### src/rtl/wb_master_arbiter_pkg.sv
// Shared types and constants for the two-master Wishbone arbiter.
// Timeout feature is enabled with the WB_ARB_TIMEOUT_EN macro.
package wb_master_arbiter_pkg;

   localparam int WB_ADR_W = 8;
   localparam int WB_DAT_W = 8;

   localparam logic [WB_DAT_W-1:0] WB_TO_DATA = 8'hFF;

   typedef enum logic [1:0] {
      IDLE = 2'd0,
      GNT0 = 2'd1,
      GNT1 = 2'd2
   } arb_state_e;

endpackage

### src/rtl/wb_master_arbiter_if.sv
// Bus bundle between the two masters, the arbiter and the decoder.
// The master modport is the arbiter's view; slave is the environment's.
interface wb_master_arbiter_if;
   import wb_master_arbiter_pkg::*;

   logic [WB_ADR_W-1:0] m0_adr_i;
   logic [WB_ADR_W-1:0] m1_adr_i;
   logic [WB_DAT_W-1:0] m0_dat_i;
   logic [WB_DAT_W-1:0] m1_dat_i;
   logic [WB_DAT_W-1:0] m0_dat_o;
   logic [WB_DAT_W-1:0] m1_dat_o;
   logic                m0_cyc_i;
   logic                m0_stb_i;
   logic                m0_we_i;
   logic                m1_cyc_i;
   logic                m1_stb_i;
   logic                m1_we_i;
   logic                m0_ack_o;
   logic                m1_ack_o;
   logic [WB_ADR_W-1:0] s_adr_o;
   logic [WB_DAT_W-1:0] s_dat_o;
   logic                s_cyc_o;
   logic                s_stb_o;
   logic                s_we_o;
   logic [WB_DAT_W-1:0] s_dat_i;
   logic                s_ack_i;
   logic [1:0]          gnt_o;
   logic                timeout_o;

   modport master (
      input  m0_adr_i, m1_adr_i, m0_dat_i, m1_dat_i,
      input  m0_cyc_i, m0_stb_i, m0_we_i,
      input  m1_cyc_i, m1_stb_i, m1_we_i,
      input  s_dat_i, s_ack_i,
      output m0_dat_o, m1_dat_o, m0_ack_o, m1_ack_o,
      output s_adr_o, s_dat_o, s_cyc_o, s_stb_o, s_we_o,
      output gnt_o, timeout_o
   );

   modport slave (
      output m0_adr_i, m1_adr_i, m0_dat_i, m1_dat_i,
      output m0_cyc_i, m0_stb_i, m0_we_i,
      output m1_cyc_i, m1_stb_i, m1_we_i,
      output s_dat_i, s_ack_i,
      input  m0_dat_o, m1_dat_o, m0_ack_o, m1_ack_o,
      input  s_adr_o, s_dat_o, s_cyc_o, s_stb_o, s_we_o,
      input  gnt_o, timeout_o
   );

endinterface

### src/rtl/wb_arb_timeout.sv
// Stall counter for the arbiter: flags a forced termination after
// TIMEOUT_CYCLES consecutive unacknowledged strobe cycles.
module wb_arb_timeout #(
   parameter int TIMEOUT_CYCLES = 255,
   parameter int TO_W           = 16
) (
   input  logic clk,
   input  logic rst_n,
   input  logic stall_i,
   output logic hit_o
);

   logic [TO_W-1:0] cnt_q, cnt_d;
   logic            hit_q, hit_d;

   // hit is registered so the forced ack lands the cycle after the limit
   always_comb begin
      hit_d = stall_i && (cnt_q == TO_W'(TIMEOUT_CYCLES - 1));
      cnt_d = (stall_i && !hit_d) ? cnt_q + 1'b1 : '0;
   end

   always_ff @(posedge clk or negedge rst_n) begin
      if (!rst_n) begin
         cnt_q <= '0;
         hit_q <= 1'b0;
      end else begin
         cnt_q <= cnt_d;
         hit_q <= hit_d;
      end
   end

   assign hit_o = hit_q;

endmodule

### src/rtl/wb_master_arbiter.sv
// Two-master round-robin Wishbone arbiter, grant held for a whole cyc.
// Define WB_ARB_TIMEOUT_EN to terminate stalled strobes after a timeout.
module wb_master_arbiter
   import wb_master_arbiter_pkg::*;
#(
   parameter int TIMEOUT_CYCLES = 255,
   parameter int TO_W           = 16
) (
   input logic                 clk,
   input logic                 rst_n,
   wb_master_arbiter_if.master bus
);

   if (TIMEOUT_CYCLES < 2 || TIMEOUT_CYCLES >= (1 << TO_W))
   begin : g_cfg_err
      $error("wb_master_arbiter: bad TIMEOUT_CYCLES/TO_W");
   end

   arb_state_e state_q, state_d;
   logic       last_q, last_d;
   logic [1:0] gnt_q, gnt_d;
   logic       to_hit;

   // last_q = 1 means master 1 was served last, so master 0 wins a tie
   always_comb begin
      state_d = state_q;
      last_d  = last_q;
      case (state_q)
         IDLE: begin
            if (bus.m0_cyc_i && (!bus.m1_cyc_i || last_q)) begin
               state_d = GNT0;
               last_d  = 1'b0;
            end else if (bus.m1_cyc_i) begin
               state_d = GNT1;
               last_d  = 1'b1;
            end
         end
         GNT0:    if (!bus.m0_cyc_i) state_d = IDLE;
         GNT1:    if (!bus.m1_cyc_i) state_d = IDLE;
         default: state_d = IDLE;
      endcase
      gnt_d = {state_d == GNT1, state_d == GNT0};
   end

   always_ff @(posedge clk or negedge rst_n) begin
      if (!rst_n) begin
         state_q <= IDLE;
         last_q  <= 1'b1;
         gnt_q   <= 2'b00;
      end else begin
         state_q <= state_d;
         last_q  <= last_d;
         gnt_q   <= gnt_d;
      end
   end

   always_comb begin
      bus.s_adr_o  = '0;
      bus.s_dat_o  = '0;
      bus.s_cyc_o  = 1'b0;
      bus.s_stb_o  = 1'b0;
      bus.s_we_o   = 1'b0;
      bus.m0_ack_o = 1'b0;
      bus.m0_dat_o = '0;
      bus.m1_ack_o = 1'b0;
      bus.m1_dat_o = '0;
      case (state_q)
         GNT0: begin
            bus.s_adr_o  = bus.m0_adr_i;
            bus.s_dat_o  = bus.m0_dat_i;
            bus.s_cyc_o  = bus.m0_cyc_i;
            bus.s_stb_o  = bus.m0_stb_i & ~to_hit;
            bus.s_we_o   = bus.m0_we_i;
            bus.m0_ack_o = bus.s_ack_i | to_hit;
            bus.m0_dat_o = to_hit ? WB_TO_DATA : bus.s_dat_i;
         end
         GNT1: begin
            bus.s_adr_o  = bus.m1_adr_i;
            bus.s_dat_o  = bus.m1_dat_i;
            bus.s_cyc_o  = bus.m1_cyc_i;
            bus.s_stb_o  = bus.m1_stb_i & ~to_hit;
            bus.s_we_o   = bus.m1_we_i;
            bus.m1_ack_o = bus.s_ack_i | to_hit;
            bus.m1_dat_o = to_hit ? WB_TO_DATA : bus.s_dat_i;
         end
         default: ;
      endcase
   end

`ifdef WB_ARB_TIMEOUT_EN
   logic stall;

   assign stall = bus.s_cyc_o & bus.s_stb_o & ~bus.s_ack_i;

   wb_arb_timeout #(
      .TIMEOUT_CYCLES (TIMEOUT_CYCLES),
      .TO_W           (TO_W)
   ) u_timeout (
      .clk     (clk),
      .rst_n   (rst_n),
      .stall_i (stall),
      .hit_o   (to_hit)
   );
`else
   assign to_hit = 1'b0;
`endif

   assign bus.gnt_o     = gnt_q;
   assign bus.timeout_o = to_hit;

endmodule
### src/flat_wrapper.sv
// flat-port wrapper written by rule: the top's interface ports become plain ports
module wb_master_arbiter_flat import wb_master_arbiter_pkg::*;
#(
   parameter int TIMEOUT_CYCLES = 255,
   parameter int TO_W           = 16
)
  (clk, rst_n, bus_m0_adr_i, bus_m1_adr_i, bus_m0_dat_i, bus_m1_dat_i, bus_m0_cyc_i, bus_m0_stb_i, bus_m0_we_i, bus_m1_cyc_i, bus_m1_stb_i, bus_m1_we_i, bus_s_dat_i, bus_s_ack_i, bus_m0_dat_o, bus_m1_dat_o, bus_m0_ack_o, bus_m1_ack_o, bus_s_adr_o, bus_s_dat_o, bus_s_cyc_o, bus_s_stb_o, bus_s_we_o, bus_gnt_o, bus_timeout_o);
  wb_master_arbiter_if bus_i ();
  input logic clk;
  input logic rst_n;
  input wire logic [$bits(bus_i.m0_adr_i)-1:0] bus_m0_adr_i;
  input wire logic [$bits(bus_i.m1_adr_i)-1:0] bus_m1_adr_i;
  input wire logic [$bits(bus_i.m0_dat_i)-1:0] bus_m0_dat_i;
  input wire logic [$bits(bus_i.m1_dat_i)-1:0] bus_m1_dat_i;
  input wire logic [$bits(bus_i.m0_cyc_i)-1:0] bus_m0_cyc_i;
  input wire logic [$bits(bus_i.m0_stb_i)-1:0] bus_m0_stb_i;
  input wire logic [$bits(bus_i.m0_we_i)-1:0] bus_m0_we_i;
  input wire logic [$bits(bus_i.m1_cyc_i)-1:0] bus_m1_cyc_i;
  input wire logic [$bits(bus_i.m1_stb_i)-1:0] bus_m1_stb_i;
  input wire logic [$bits(bus_i.m1_we_i)-1:0] bus_m1_we_i;
  input wire logic [$bits(bus_i.s_dat_i)-1:0] bus_s_dat_i;
  input wire logic [$bits(bus_i.s_ack_i)-1:0] bus_s_ack_i;
  output wire logic [$bits(bus_i.m0_dat_o)-1:0] bus_m0_dat_o;
  output wire logic [$bits(bus_i.m1_dat_o)-1:0] bus_m1_dat_o;
  output wire logic [$bits(bus_i.m0_ack_o)-1:0] bus_m0_ack_o;
  output wire logic [$bits(bus_i.m1_ack_o)-1:0] bus_m1_ack_o;
  output wire logic [$bits(bus_i.s_adr_o)-1:0] bus_s_adr_o;
  output wire logic [$bits(bus_i.s_dat_o)-1:0] bus_s_dat_o;
  output wire logic [$bits(bus_i.s_cyc_o)-1:0] bus_s_cyc_o;
  output wire logic [$bits(bus_i.s_stb_o)-1:0] bus_s_stb_o;
  output wire logic [$bits(bus_i.s_we_o)-1:0] bus_s_we_o;
  output wire logic [$bits(bus_i.gnt_o)-1:0] bus_gnt_o;
  output wire logic [$bits(bus_i.timeout_o)-1:0] bus_timeout_o;
  assign bus_i.m0_adr_i = bus_m0_adr_i;
  assign bus_i.m1_adr_i = bus_m1_adr_i;
  assign bus_i.m0_dat_i = bus_m0_dat_i;
  assign bus_i.m1_dat_i = bus_m1_dat_i;
  assign bus_i.m0_cyc_i = bus_m0_cyc_i;
  assign bus_i.m0_stb_i = bus_m0_stb_i;
  assign bus_i.m0_we_i = bus_m0_we_i;
  assign bus_i.m1_cyc_i = bus_m1_cyc_i;
  assign bus_i.m1_stb_i = bus_m1_stb_i;
  assign bus_i.m1_we_i = bus_m1_we_i;
  assign bus_i.s_dat_i = bus_s_dat_i;
  assign bus_i.s_ack_i = bus_s_ack_i;
  assign bus_m0_dat_o = bus_i.m0_dat_o;
  assign bus_m1_dat_o = bus_i.m1_dat_o;
  assign bus_m0_ack_o = bus_i.m0_ack_o;
  assign bus_m1_ack_o = bus_i.m1_ack_o;
  assign bus_s_adr_o = bus_i.s_adr_o;
  assign bus_s_dat_o = bus_i.s_dat_o;
  assign bus_s_cyc_o = bus_i.s_cyc_o;
  assign bus_s_stb_o = bus_i.s_stb_o;
  assign bus_s_we_o = bus_i.s_we_o;
  assign bus_gnt_o = bus_i.gnt_o;
  assign bus_timeout_o = bus_i.timeout_o;
  wb_master_arbiter #(.TIMEOUT_CYCLES(TIMEOUT_CYCLES), .TO_W(TO_W)) u_core (.clk(clk), .rst_n(rst_n), .bus(bus_i));
endmodule
### config.mk
export PLATFORM = sky130hd
export DESIGN_NAME = wb_master_arbiter_flat
export DESIGN_NICKNAME = d
export VERILOG_FILES = /design/src/rtl/wb_master_arbiter_pkg.sv /design/src/rtl/wb_master_arbiter_if.sv /design/src/rtl/wb_arb_timeout.sv /design/src/rtl/wb_master_arbiter.sv /design/src/flat_wrapper.sv
export SDC_FILE = /design/constraint.sdc
export NUM_CORES = 1
export LEC_CHECK = 0
export ABC_CLOCK_PERIOD_IN_PS = 2200
export CORE_AREA = 10 10 63 65
export CTS_BUF_LIST = sky130_fd_sc_hd__clkbuf_4
export DETAILED_ROUTE_END_ITERATION = 8
export DIE_AREA = 0 0 73 75
export PLACE_DENSITY = 0.84
export SKIP_LAST_GASP = 1
export SYNTH_ARGS = -nofsm -noshare
export SYNTH_HDL_FRONTEND = slang
export SYNTH_SLANG_ARGS = --single-unit
### constraint.sdc
create_clock -name clk -period 2.2 [get_ports clk]
set_input_delay 0.44 -clock clk [delete_from_list [all_inputs] [get_ports clk]]
set_output_delay 0.44 -clock clk [all_outputs]
set_load 0.005 [all_outputs]
==> flow_summary.ini <==
[place]
port_buffers = 87
pre_cts_ws_ns = 0.005506
dp_hpwl_mm = 3.144
place.gp.congestion = 0.7592
dpl_cell_area_sq_um = 1628

[clock_tree]
clk_pin_slew_ns = 0.04
cts_tree = yes
clock-sinks = 5
root_buffer = clkbuf_4
numCtsBuffers = 3
holdBufCountCts = 0
htree_levels = 1
clockBufferDepth = 2
clkLatencyLatePin_ns = 0.24

[worst_setup_path]
cp_cell_sequence = buf_6 -> ha_4 -> buf_12 -> and2_1 -> clkdlybuf4s50_1
path_class = reg -> out
startpoint_type = register
r2r_setup_slack_ns = 0.33
slowest_delay_ns = 0.51
critPathMaxFanout = 9
reg2regPathDepth = 6
rr_startpoint = u_core.state_q[0]
cpMaxStageDelayCell = clkdlybuf4s50_1
worstPathRequired_ns = 1.76
worstSetupStartpoint = u_core.state_q[0]
cp-endpoint = bus_m0_dat_o[3]
arrival_ns = 1.71
cp-end-kind = primary output
r2r-end = u_core.bus.gnt_o[0]

[routing]
drt_iter0_markers = 21
via_per_inst = 4.593
drc = 0
dr_total_vias = 1015
ant_nets = 0
finalWirelength_mm = 3.807
first_pass_iters = 4
drt-wirelength-per-cell_microns = 17.23

[power]
finalPower_w = 0.001734
irDropWorstVdd_mv = 0.6559
powerDensity_nw_per_um2 = 951.0
p_leak_nw = 0.8964

[global_routing]
grt_pass1_vias = 1056
globalRouteOverflowTotal = 0
grt_use_met3 = 0.03285
gr-usage-met2 = 0.2416
antenna_found_initial = 0
grt_pass1_wl_mm = 5.471
use_met1 = 0.1270
grt_max_degree = 18
globalRouteTotalUtil = 0.1242
grt.busiest_layer = met2

[layout]
final_nets = 244
final_common_cell = clkdlybuf4s50_1
drive_above_1_share = 0.1737
fin_util = 0.6727
layout_common_cells = clkdlybuf4s50_1 (62), and2_1 (20), nor2b_1 (19)
design_area_sq_um = 1823
area_growth_pct = 160.2
antennaDiodeCount = 0

[die]
die_area_sq_um = 5475
ios = 89
fp-row-count = 19
die_w_microns = 73
coreArea_sq_um = 2710
initial_core_util = 0.2585
die_h_microns = 75

[timing]
setup_viol = 0
min_period_over_period = 0.9752
fin_ws_ns = 0.05460
min_period_ns = 2.145
rsz0062_at_grt = yes
max_freq_mhz = 466.1
timing.setup.tns_ns = 0
hold_viol = 0
drv_slew = 0
clock-skew-final_ns = 0.002093

[status]
outcome = completed

[hold_path]
hold_class = in -> async

[flow_run]
maxCapViolCount = 0

[yosys]
synth_nets = 143
ys_seq_area_frac = 0.1804
yosysWarningCount = 0
synth-seq-cells = 5
synth_cells = 90
syn_avg_cell_area_sq_um = 7.785
synthesis.area_sq_um = 700.7
synth_cell_type_count = 22
-- power by group --
| part | total, W | internal (W) | switching [W] |
|---|---|---|---|
| combinational | 0.00145 | 0.000883 | 0.000568 |
| clock | 0.000118 | 0.0000808 | 0.0000368 |
| sequential | 0.000166 | 0.000138 | 0.0000282 |
-- kinds of logic after synthesis --
group,synth area share
compound gates,0.2411
buf+inv,0.07142
fa+ha+maj,0.07143
other cells,0.005352
simple gates,0.4304
flops,0.1804
-- worst min path at each step --
stage	to	slack, ns	cells past startpoint
2_1_floorplan	u_core.bus.gnt_o[0]	0.14	0
3_3_place_gp	u_core.last_q	0.50	2
3_5_place_dp	u_core.last_q	0.51	2
4_1_cts	u_core.state_q[1]	0.41	1
5_1_grt	u_core.state_q[1]	0.41	1
6_report	u_core.bus.gnt_o[1]	0.41	1
-- registers in the layout, summed over array words and instances (netlist names) --
| name | flops |
|---|---|
| u_core.state_q | 2 |
| u_core.bus.gnt_o | 2 |
| u_core.last_q | 1 |
-- worst max-delay path, delay by kind of cell, from the launching register on --
kind          cells  cell delay (ns)
fa+ha+maj         1             0.17
buf+inv           3             0.77
flops             1             0.41
simple gates      1             0.12
-- metrics by stage --
step,hold WS [ns],cells
finish,0.4085,221
global route,0.4088,221
CTS,0.4139,219
detailed placement,0.5119,208
global placement,0.4992,208
floorplan,0.1444,90
-- synthesized netlist by cell type --
cell type | n | area [sq um]
buf_2 | 1 | 5.000
and2_1 | 20 | 125.1
nor2b_1 | 20 | 125.1
and3_1 | 1 | 6.260
a22o_1 | 1 | 8.760
nand2_1 | 1 | 3.750
a221oi_2 | 1 | 15.01
a222oi_1 | 1 | 10.01
nor3b_2 | 1 | 12.51
nor2_1 | 4 | 15.01
conb_1 | 1 | 3.750
buf_6 | 1 | 11.26
buf_1 | 1 | 3.750
dfstp_2 | 1 | 26.28
inv_1 | 2 | 7.510
nor3b_1 | 1 | 7.510
a22oi_1 | 18 | 135.1
ha_1 | 4 | 50.05
clkbuf_1 | 4 | 15.01
buf_4 | 1 | 7.510
dfrtp_1 | 4 | 100.1
or2_2 | 1 | 6.260
-- layout make-up --
type	count	area, sq um
clock buffer	4	30.03
fill	239	887.1
inverter	2	7.507
multi-input combinational	75	574.3
sequential	5	126.4
tap	31	38.79
timing repair buffer	104	1046
-- layer usage --
layer	share of wire	routed length [microns]
met1	0.37	1406
met4	0.0066	25
met3	0.072	274
met5	0	0
met2	0.55	2101
-- repair_timing --
action | 4_1_cts | 5_1_grt
buffers inserted | 6 | 1
setup endpoints to repair | 37 | 17
cloned | 1 | 1
gates resized for setup | 35 | 10
(Power assumes the default switching activity.)
